==> src/rtl/riscv_pkg.sv <==
// Shared RV32 load/store definitions: funct3 encodings, LSU state encoding
// and the accept-time access legality check.
package riscv_pkg;

  localparam logic [2:0] F3_B  = 3'b000;
  localparam logic [2:0] F3_H  = 3'b001;
  localparam logic [2:0] F3_W  = 3'b010;
  localparam logic [2:0] F3_BU = 3'b100;
  localparam logic [2:0] F3_HU = 3'b101;

  typedef enum logic [1:0] {
    LSU_IDLE  = 2'b00,
    LSU_READ  = 2'b01,
    LSU_WRITE = 2'b10,
    LSU_DONE  = 2'b11
  } lsu_state_e;

  // Unsigned variants only exist for loads; anything else outside the table is illegal.
  function automatic logic lsu_access_error(input logic       is_store,
                                            input logic [2:0] funct3,
                                            input logic [1:0] lane);
    logic err;
    err = 1'b0;
    case (funct3)
      F3_B:    err = 1'b0;
      F3_H:    err = lane[0];
      F3_W:    err = (lane != 2'b00);
      F3_BU:   err = is_store;
      F3_HU:   err = is_store | lane[0];
      default: err = 1'b1;
    endcase
    return err;
  endfunction

endpackage

==> src/rtl/lsu_lane_align.sv <==
// Byte-lane steering: merges sub-word store data into a memory word and
// extracts/extends sub-word load values. Purely combinational.
module lsu_lane_align
  import riscv_pkg::*;
(
  input  logic [2:0]  funct3,
  input  logic [1:0]  lane,
  input  logic [31:0] mem_word,
  input  logic [31:0] store_data,
  output logic [31:0] store_word,
  output logic [31:0] load_value
);

  logic [4:0]  byte_sel;
  logic [4:0]  half_sel;
  logic [7:0]  byte_v;
  logic [15:0] half_v;

  assign byte_sel = {lane, 3'b000};
  assign half_sel = {lane[1], 4'b0000};
  assign byte_v   = mem_word[byte_sel +: 8];
  assign half_v   = mem_word[half_sel +: 16];

  // Store merge: untouched lanes keep the word read from memory.
  always_comb begin
    store_word = mem_word;
    case (funct3)
      F3_B:    store_word[byte_sel +: 8]  = store_data[7:0];
      F3_H:    store_word[half_sel +: 16] = store_data[15:0];
      F3_W:    store_word = store_data;
      default: store_word = mem_word;
    endcase
  end

  // Load extraction with sign or zero extension.
  always_comb begin
    load_value = 32'h0000_0000;
    case (funct3)
      F3_B:    load_value = {{24{byte_v[7]}}, byte_v};
      F3_BU:   load_value = {24'h00_0000, byte_v};
      F3_H:    load_value = {{16{half_v[15]}}, half_v};
      F3_HU:   load_value = {16'h0000, half_v};
      F3_W:    load_value = mem_word;
      default: load_value = 32'h0000_0000;
    endcase
  end

endmodule

==> src/rtl/load_store_unit.sv <==
// RV32I load/store unit: one request at a time against a word-only memory,
// with read-modify-write for sub-word stores and misalignment/illegal checks.
module load_store_unit
  import riscv_pkg::*;
#(
  parameter int ADDR_W = 32
) (
  input  logic              clk,
  input  logic              reset,
  input  logic              req,
  output logic              ready,
  input  logic              is_store,
  input  logic [2:0]        funct3,
  input  logic [ADDR_W-1:0] addr,
  input  logic [31:0]       store_data,
  output logic              done,
  output logic              error,
  output logic [31:0]       load_data,
  output logic              mem_read,
  output logic              mem_write,
  output logic [ADDR_W-1:0] mem_address,
  output logic [31:0]       mem_write_data,
  input  logic [31:0]       mem_read_data
);

  lsu_state_e        state_q, state_d;
  logic [ADDR_W-1:0] addr_q, addr_d;
  logic [2:0]        funct3_q, funct3_d;
  logic              is_store_q, is_store_d;
  logic [31:0]       store_data_q, store_data_d;
  logic [31:0]       rdata_q, rdata_d;
  logic [31:0]       load_data_q, load_data_d;
  logic              error_q, error_d;

  logic              accept_err;
  logic [31:0]       align_word;
  logic [31:0]       merged_word;
  logic [31:0]       load_value;

  assign accept_err = lsu_access_error(is_store, funct3, addr[1:0]);
  // Loads extract straight from the bus at the closing READ edge; merges use the latched word.
  assign align_word = (state_q == LSU_READ) ? mem_read_data : rdata_q;

  lsu_lane_align u_align (
    .funct3     (funct3_q),
    .lane       (addr_q[1:0]),
    .mem_word   (align_word),
    .store_data (store_data_q),
    .store_word (merged_word),
    .load_value (load_value)
  );

  // Next-state and register update logic.
  always_comb begin
    state_d      = state_q;
    addr_d       = addr_q;
    funct3_d     = funct3_q;
    is_store_d   = is_store_q;
    store_data_d = store_data_q;
    rdata_d      = rdata_q;
    load_data_d  = load_data_q;
    error_d      = error_q;
    case (state_q)
      LSU_IDLE: begin
        if (req) begin
          addr_d       = addr;
          funct3_d     = funct3;
          is_store_d   = is_store;
          store_data_d = store_data;
          error_d      = accept_err;
          if (accept_err) begin
            state_d = LSU_DONE;
          end else if (is_store && (funct3 == F3_W)) begin
            state_d = LSU_WRITE;
          end else begin
            state_d = LSU_READ;
          end
        end else begin
          state_d = LSU_IDLE;
        end
      end
      LSU_READ: begin
        rdata_d = mem_read_data;
        if (is_store_q) begin
          state_d = LSU_WRITE;
        end else begin
          state_d     = LSU_DONE;
          load_data_d = load_value;
        end
      end
      LSU_WRITE: state_d = LSU_DONE;
      LSU_DONE:  state_d = LSU_IDLE;
      default:   state_d = LSU_IDLE;
    endcase
  end

  // State and datapath registers; reset aborts any access in flight.
  always_ff @(posedge clk or posedge reset) begin
    if (reset) begin
      state_q      <= LSU_IDLE;
      addr_q       <= '0;
      funct3_q     <= 3'b000;
      is_store_q   <= 1'b0;
      store_data_q <= 32'h0000_0000;
      rdata_q      <= 32'h0000_0000;
      load_data_q  <= 32'h0000_0000;
      error_q      <= 1'b0;
    end else begin
      state_q      <= state_d;
      addr_q       <= addr_d;
      funct3_q     <= funct3_d;
      is_store_q   <= is_store_d;
      store_data_q <= store_data_d;
      rdata_q      <= rdata_d;
      load_data_q  <= load_data_d;
      error_q      <= error_d;
    end
  end

  assign ready          = (state_q == LSU_IDLE);
  assign done           = (state_q == LSU_DONE);
  assign error          = (state_q == LSU_DONE) & error_q;
  assign load_data      = load_data_q;
  assign mem_read       = (state_q == LSU_READ);
  assign mem_write      = (state_q == LSU_WRITE);
  assign mem_address    = (state_q == LSU_IDLE) ? '0 : {addr_q[ADDR_W-1:2], 2'b00};
  assign mem_write_data = (state_q == LSU_WRITE) ? merged_word : 32'h0000_0000;

endmodule

==> config.mk <==
export PLATFORM = sky130hd
export DESIGN_NAME = load_store_unit
export DESIGN_NICKNAME = d
export VERILOG_FILES = /design/src/rtl/riscv_pkg.sv /design/src/rtl/lsu_lane_align.sv /design/src/rtl/load_store_unit.sv
export SDC_FILE = /design/constraint.sdc
export NUM_CORES = 1
export LEC_CHECK = 0
export BUFFER_PORTS_ARGS = -buffer_cell sky130_fd_sc_hd__buf_4
export CAP_MARGIN = 30
export CORE_ASPECT_RATIO = 0.9
export CORE_MARGIN = 3
export CORE_UTILIZATION = 36
export CTS_CLUSTER_DIAMETER = 60
export DETAILED_ROUTE_END_ITERATION = 8
export PLACE_DENSITY = 0.62
export SYNTH_ARGS = -nofsm -noshare
export SYNTH_HDL_FRONTEND = slang
export SYNTH_SLANG_ARGS = --single-unit
==> constraint.sdc <==
create_clock -name clk -period 4.55 [get_ports clk]
set_input_delay 0.2275 -clock clk [delete_from_list [all_inputs] [get_ports clk]]
set_output_delay 0.2275 -clock clk [all_outputs]
set_load 0.01 [all_outputs]
==> results.cfg, run 1 <==
[logic_synthesis]
yosysUniqueCellTypes = 58
yosys_warnings = 0
async_flop_share_pct = 100
synth_edf_count = 0
ys.flop_type = dfrtp_1
yosysSeqAreaShare_pct = 50.1
synth.avg_cell_area_um2 = 11.6
ys_ff_latch = 135
netlist_instances = 579
syn_area_mm2 = 0.00674

[timing]
max_freq_mhz = 284
rsz0062_at_grt = no
clock_skew_ps = 5.72
finalCritPeriodShare_pct = 77.5
hold_violations = 0
worstMarginPinSlew_ps = 1000
hold_slack_ps = 42.9
fin_crit_ps = 3520
tns_ps = 0
setup_viol = 0
relSlewSlack_pct = 32.7
maxSlewViolCount = 0

[setup_path]
cp.required_ps = 4320
r2r-start = state_q[1]
crit_slowest_cell = dfrtp_1
worstSetupPathType = flop to output port
crit_fanout = 28
crit_path_start = addr_q[1]
r2r_cells = 8
r2r_end = load_data[18]
crit_path_cell_trace = inv_1 -> ha_1 -> nor4bb_1 -> a21oi_1 -> nor2_1 -> a221o_1 -> buf_4
reg2reg_setup_slack_ps = 1870
startpoint_type = flop
cp-endpoint = mem_write_data[17]
slowest_delay_ps = 860
endpoint_kind = output port
cp.arrival_ps = 3300

[routing]
drt_pass1_iterations = 7
vias = 5490
initialDrtViolationCount = 344
routed_wirelength_um = 20900
routed_via_density = 5.38
post_drt_wl_per_cell_um = 20.5
drc_errors = 0
ant_nets = 0

[floorplan]
rows = 46
dieWidth_um = 150
die_area_mm2 = 0.0204
die_h_um = 136
coreArea_mm2 = 0.0180
num_io_pins = 204
initial_core_util_pct = 37.5

[clocking]
htree_levels = 4
cts_root_buf = clkbuf_16
cts_inserted_buffers = 17
clkSlewWorstSetupHoldPaths_ps = 60
cts.path.max_buffers = 2
post_cts_resized = 0
clock_sinks = 135
clk_latency_ps = 410
tritoncts = done

[power_and_ir_drop]
p_per_area_mw_per_mm2 = 808
p_leak_nw = 4.10
peakVddDrop_uv = 379

[finish]
multiInputGateArea_mm2 = 0.00305
layout.nets = 880
design_area_mm2 = 0.00900
post-route-util_pct = 50.1
seq_area_mm2 = 0.00338
n_fill_cell = 1651
drive_above_1_share_pct = 44.4
diodes = 0
area_growth_pct = 33.7
fin_cells = 1020

[status]
status = finished, final reports clean

[run]
maxCapViolations = 0

[global_route]
antenna_found_initial = 0
grt_use_total_pct = 20.5
grt_first_pass_wirelength_um = 32200
first_global_vias = 5585
grt_max_degree = 47
globalRouteOverflowTotal = 0

[placement]
post-place-cells = 988
dp_hpwl_um = 15700
numPortBuffers = 201
place_area_mm2 = 0.00839
routabilityCongestion = 0.873

[worst_hold_path]
worstHoldPathType = input pin to flop
==> worst min-delay path by stage <==
stage            endpoint  depth (start not counted)      from
2_1_floorplan  addr_q[31]                          1  addr[31]
3_3_place_gp   addr_q[23]                          2     reset
3_5_place_dp   addr_q[23]                          2     reset
4_1_cts        addr_q[15]                          2  addr[15]
5_1_grt        addr_q[19]                          2  addr[19]
6_report       addr_q[15]                          2  addr[15]
==> cell usage in the layout, fill, tap and decap left out, drive strengths merged, types with 2 or more instances in the layout <==
cell     synthesis  final
mux2            90     90
nand4            2      2
mux2i           11     11
clkbuf          21     18
nor4             3      3
o21bai           3      3
ha               9      9
a21oi           21     21
a222oi           7      7
or3b             2      2
or4              2      2
or3              2      2
conb             1      2
inv             24     26
a221o           16     16
nor2            32     32
nor3             2      2
a31oi            2      2
nand3            3      3
a22oi           40     40
bufinv           0      4
nand2           20     20
dfrtp          135    135
o21a             2      2
o221ai           7      7
nand2b           5      5
buf             19    208
clkinv           0      6
o21ai           38     38
o22ai            3      3
o2bb2ai          8      8
nor2b           34     34
==> kinds of logic after synthesis <==
family | count (synthesis) | share of synthesized area, %
AOI/OAI and AO/OA | 153 | 16.4
muxes | 102 | 17.1
and+or+nand+nor | 115 | 9.99
buffers and inverters | 64 | 4.61
other | 1 | 0.0557
adders and majority gates | 9 | 1.67
DFF | 135 | 50.1
==> area by class of cell <==
type                            instances  area share, %
Clock buffer                           18           4.77
Tap cell                              240           3.33
Inverter                               24           1.03
Sequential cell                       135           37.5
Multi-Input combinational cell        381           33.9
Clock inverter                         13           1.99
Timing Repair Buffer                  209           17.5
==> metal layers <==
metal | share of wire, % | routed length (um) | vias up | track usage, %
li1 | - | - | 2519 | -
met3 | 9.9 | 2060 | 26 | 7.06
met4 | 1.9 | 391 | 0 | 5.28
met2 | 45 | 9430 | 258 | 31.6
met1 | 43 | 8990 | 2687 | 27.8
met5 | 0 | 0 | - | 0
==> report_power, final <==
group / internal (mW) / switching, mW
clock: 0.912 / 0.514
sequential: 1.80 / 0.499
combinational: 1.67 / 1.88
total: 4.38 / 2.89
==> flip-flops by register name, indices dropped and copies added, names as in the netlist <==
signal,count
load_data,32
rdata_q,32
store_data_q,32
error_q,1
addr_q,32
state_q,2
is_store_q,1
funct3_q,3
==> worst max-delay path, delay by kind of cell (launching register included) <==
| kind | cells | cell delay (ps) |
|---|---|---|
| adders and majority gates | 1 | 370 |
| DFF | 1 | 860 |
| and+or+nand+nor | 2 | 810 |
| buffers and inverters | 2 | 460 |
| AOI/OAI and AO/OA | 2 | 380 |
==> Yosys cell counts, drive strengths merged (16+ instances only) <==
master	number	area (um2)
a22oi	40	300
mux2	90	1010
inv	24	90.1
a221o	16	160
nor2	32	120
nand2	20	75.1
a21oi	21	109
nor2b	34	213
dfrtp	135	3380
clkbuf	21	78.8
o21ai	38	198
buf	19	141
==> through the flow <==
stage | setup slack [ps] | total power [mW]
after detailed placement | 1530 | 5.85
after floorplan | 711 | 4.42
after global routing | 866 | 7.72
after global placement | 1620 | 5.73
final | 1030 | 7.27
after CTS | 1080 | 7.30
==> what timing repair did <==
action | in CTS | in global routing
hold endpoints to repair | 43 | 0
buffers inserted | 0 | 0
hold buffers | 1 | 0
Note: power is estimated with default switching activity, not from simulation.
==> inputs of run 2 (changes only) <==
--- a/config.mk
+++ b/config.mk
@@ -12,7 +12,7 @@
 export CORE_UTILIZATION = 36
 export CTS_CLUSTER_DIAMETER = 60
 export DETAILED_ROUTE_END_ITERATION = 8
-export PLACE_DENSITY = 0.62
+export PLACE_DENSITY = 0.65
 export SYNTH_ARGS = -nofsm -noshare
 export SYNTH_HDL_FRONTEND = slang
 export SYNTH_SLANG_ARGS = --single-unit
==> constraint.sdc (replaced) <==
create_clock -name clk -period 3 [get_ports clk]
set_input_delay 0.15 -clock clk [delete_from_list [all_inputs] [get_ports clk]]
set_output_delay 0.15 -clock clk [all_outputs]
set_load 0.01 [all_outputs]
==> results.cfg, run 2 (synthesized netlist as in run 1, its figures left out) <==
[global_route]
antenna_found_initial = 0
globalRouteOverflowTotal = 0
grt_max_degree = 42
first_global_vias = 6172
grt_use_total_pct = 22.2
grt_first_pass_wirelength_um = 34800

[setup_path]
worstSetupPathType = flop to output port
r2r_end = load_data[23]
r2r-start = state_q[1]
cp.arrival_ps = 2710
startpoint_type = flop
reg2reg_setup_slack_ps = 580
cp.required_ps = 2850
endpoint_kind = output port
crit_fanout = 20
r2r_cells = 6

[finish]
layout_common_cells = buf_4 (216), dfrtp_1 (133), mux2_2 (90)
drive_above_1_share_pct = 41.6
post-route-util_pct = 54.8
layout_commonest_cell = buf_4
layout.nets = 962
fin_cells = 1103
design_area_mm2 = 0.00984
area_growth_pct = 46.1
diodes = 0

[clocking]
clock_sinks = 135
htree_levels = 4
clkSlewWorstSetupHoldPaths_ps = 60
cts_inserted_buffers = 17
cts_root_buf = clkbuf_16
post-cts-setup-buffers = 0
cts.path.max_buffers = 2
clk_latency_ps = 420
tritoncts = done

[timing]
hold_slack_ps = 10.2
hold_violations = 0
setup_viol = 0
finalCritPeriodShare_pct = 95.4
max_freq_mhz = 349
tns_ps = 0
fin_crit_ps = 2860
relSlewSlack_pct = 48.7
maxSlewViolCount = 0
clock_skew_ps = 9.10
rsz0062_at_grt = no
worstMarginPinSlew_ps = 764

[worst_hold_path]
worstHoldPathType = input pin to flop
holdPathStages = 2
holdCritStartpoint = mem_read_data[1]
hold_path_end = rdata_q[1]

[routing]
drc_errors = 0
initialDrtViolationCount = 507
ant_nets = 0
vias = 5947
routed_via_density = 5.39
drt_pass1_iterations = 7
routed_wirelength_um = 22400
post_drt_wl_per_cell_um = 20.3

[floorplan]
coreArea_mm2 = 0.0180
num_io_pins = 204
die_h_um = 136
dieWidth_um = 150
initial_core_util_pct = 37.5
rows = 46
die_area_mm2 = 0.0204

[placement]
post-place-cells = 998
routabilityCongestion = 0.883
place_area_mm2 = 0.00849
numPortBuffers = 201
dp_hpwl_um = 16400

[run]
maxCapViolations = 0

[power_and_ir_drop]
peakVddDrop_uv = 551
p_per_area_mw_per_mm2 = 1140
p_leak_nw = 4.44

[status]
status = finished, final reports clean
==> run 2: timing repair <==
item	CTS	global route
endpoints found under the setup margin	0	24
hold buffers	73	0
hold endpoints to repair	168	0
gates resized for setup	0	3
==> run 2: through the flow <==
step	setup slack [ps]	power, mW
global route	1.66	11.9
finish	137	11.3
CTS	66.9	11.2
global placement	559	8.73
floorplan	857	6.71
detailed placement	519	8.95
==> run 2: power by group <==
part	switching (mW)	internal, mW
clock network	0.788	1.38
logic	2.99	2.64
registers	0.712	2.74
==> run 2: worst max-delay path by stage <==
stage	start	endpoint	slack, ps
3_3_place_gp	funct3_q[0]	mem_write_data[14]	560
4_1_cts	addr_q[0]	mem_write_data[7]	70
6_report	funct3_q[1]	mem_write_data[13]	140
3_5_place_dp	addr_q[0]	mem_write_data[7]	520
2_1_floorplan	addr_q[0]	mem_write_data[16]	860
5_1_grt	funct3_q[1]	mem_write_data[13]	2
==> run 2: layout make-up <==
type / count / area, um2
fill: 1538 / 8120
clock inverter: 10 / 143
inverter: 24 / 93.8
tap: 240 / 300
clock buffer: 22 / 474
timing repair buffer: 291 / 2390
multi-input combinational: 381 / 3060
sequential: 135 / 3380
==> run 2: metal layers <==
| layer | global-route usage, % | vias up | share of wire (%) |
|---|---|---|---|
| met3 | 6.22 | 28 | 9.0 |
| li1 | - | 2677 | - |
| met2 | 36.4 | 310 | 48 |
| met1 | 29.4 | 2932 | 41 |
| met4 | 5.34 | 0 | 1.3 |
| met5 | 0 | - | 0 |
==> run 2: worst max-delay path, stage by stage, from the launching register on <==
cell	delay, ps
dfrtp_1	600
or3b_1	580
o21a_1	170
o21ai_1	490
o21ai_0	240
buf_4	200
==> inputs of run 3 (changes only) <==
==> constraint.sdc (replaced) <==
create_clock -name clk -period 3 [get_ports clk]
set_input_delay 0.6 -clock clk [delete_from_list [all_inputs] [get_ports clk]]
set_output_delay 0.6 -clock clk [all_outputs]
set_load 0.01 [all_outputs]
==> results.cfg, run 3 (synthesized netlist as in run 1, its figures left out) <==
[setup_path]
endpoint_kind = output port
r2r_cells = 7
crit_fanout = 9
path_buf_inv = 3
slowest_delay_ps = 420
worstSetupPathType = flop to output port
cp.arrival_ps = 2310
crit_slowest_cell = dfrtp_1
startpoint_type = flop
path_depth = 7
critical_path.top_delay_family = buffers and inverters
critPathMostFrequentCell = buf_4
crit_path_cell_trace = inv_1 -> ha_1 -> nand2b_2 -> buf_4 -> nor2_2 -> a221o_1 -> buf_4
cp.required_ps = 2400

[routing]
drt_pass1_iterations = 6
routed_via_density = 5.45
post_drt_wl_per_cell_um = 20.6
routed_wirelength_um = 21400
drc_errors = 0
ant_nets = 0
initialDrtViolationCount = 461
vias = 5658

[run]
maxCapViolations = 0

[finish]
multiInputGateArea_mm2 = 0.00310
drive_above_1_share_pct = 47.3
diodes = 0
area_growth_pct = 37.1
post-route-util_pct = 51.4
layout_commonest_cell = buf_4
seq_area_mm2 = 0.00339
layout.nets = 898
layout_common_cells = buf_4 (223), dfrtp_1 (132), mux2_2 (90)
n_fill_cell = 1626

[timing]
maxSlewViolCount = 0
hold_violations = 0
relSlewSlack_pct = 40.8
max_freq_mhz = 344
tns_ps = 0
setup_viol = 0
fin_crit_ps = 2910
clock_skew_ps = 11.4
worstMarginPinSlew_ps = 882
rsz0062_at_grt = yes
finalCritPeriodShare_pct = 97.0

[global_route]
globalRouteOverflowTotal = 0
grt_use_total_pct = 21.1
antenna_found_initial = 0
first_global_vias = 5842
grt_first_pass_wirelength_um = 33100
grt_max_degree = 136

[floorplan]
die_h_um = 136
initial_core_util_pct = 37.5
die_area_mm2 = 0.0204
rows = 46
dieWidth_um = 150
num_io_pins = 204
coreArea_mm2 = 0.0180

[status]
status = finished, final reports clean

[placement]
numPortBuffers = 201
dp_hpwl_um = 15800
routabilityCongestion = 0.854

[worst_hold_path]
worstHoldPathType = input pin to async pin

[power_and_ir_drop]
p_leak_nw = 4.18
p_per_area_mw_per_mm2 = 1230
power_mw = 11.3
peakVddDrop_uv = 659

[clocking]
cts.path.max_buffers = 2
tritoncts = done
clk_latency_ps = 420
hold_buffers = 0
clkSlewWorstSetupHoldPaths_ps = 60
cts_root_buf = clkbuf_16
clock_sinks = 135
htree_levels = 4
cts_inserted_buffers = 17
## run 3: cell types whose count changed in the layout (fill, tap and decap cells not counted), moves of 2 or more
cell           before  now
dlygate4sd3_1      73    0
buf_4             216  223
a21oi_2             2    0
clkbuf_8            3    1
dfrtp_4             0    2
inv_1              22   20
inv_6               1    3
nor2_1             32   30
## run 3: where the power goes
part           switching, mW  internal [mW]
logic                   3.05           2.73
registers              0.650           2.75
clock network          0.825           1.34
## run 3: path summary, 6_finish.rpt
kind	startpoint	endpoint	slack (ps)
setup / recovery	state_q[0]	mem_write_data[23]	90
hold / removal	reset	addr_q[28]	390
setup reg to reg	state_q[1]	load_data[30]	600
hold reg to reg	addr_q[4]	addr_q[4]	500
max in group asynchronous	reset	funct3_q[0]	2060
min in group clk	addr[29]	addr_q[29]	410
## run 3: per-layer routing
| metal | track usage, % | wire, um |
|---|---|---|
| met5 | 0 | 0 |
| met1 | 28.3 | 8910 |
| met4 | 5.69 | 418 |
| met2 | 32.5 | 9850 |
| met3 | 7.63 | 2190 |
## run 3: repair_timing
action / 4_1_cts / 5_1_grt
gates resized for setup: 13 / 10
pin swaps: 1 / 2
setup endpoints to repair: 32 / 27
buffers inserted: 2 / 4
## run 3: stage by stage
stage          setup slack [ps]  hold WS (ps)  instances  area (um2)
6_report                   91.4           389       1039        9240
3_5_place_dp                148           487       1001        8510
3_3_place_gp                272           480       1001        8510
4_1_cts                    23.0           393       1035        9180
5_1_grt                   -1.66           383       1039        9240
2_1_floorplan               407           471        580        6740
## run 3: cell type report
type	instances	area share [%]
Sequential cell	135	36.7
Multi-Input combinational cell	381	33.5
Timing Repair Buffer	227	18.9
Clock buffer	19	4.80
Tap cell	240	3.25
Clock inverter	13	1.83
Inverter	24	1.04
## run 3: worst reg2reg max path: cells and delay by family, from the launching register on
family	cells	cell delay [ps]
AO/OA/AOI/OAI	2	300
flip-flops	1	410
buffers and inverters	2	270
adder cells (fa/ha/maj)	1	210
AND/OR/NAND/NOR	2	1140
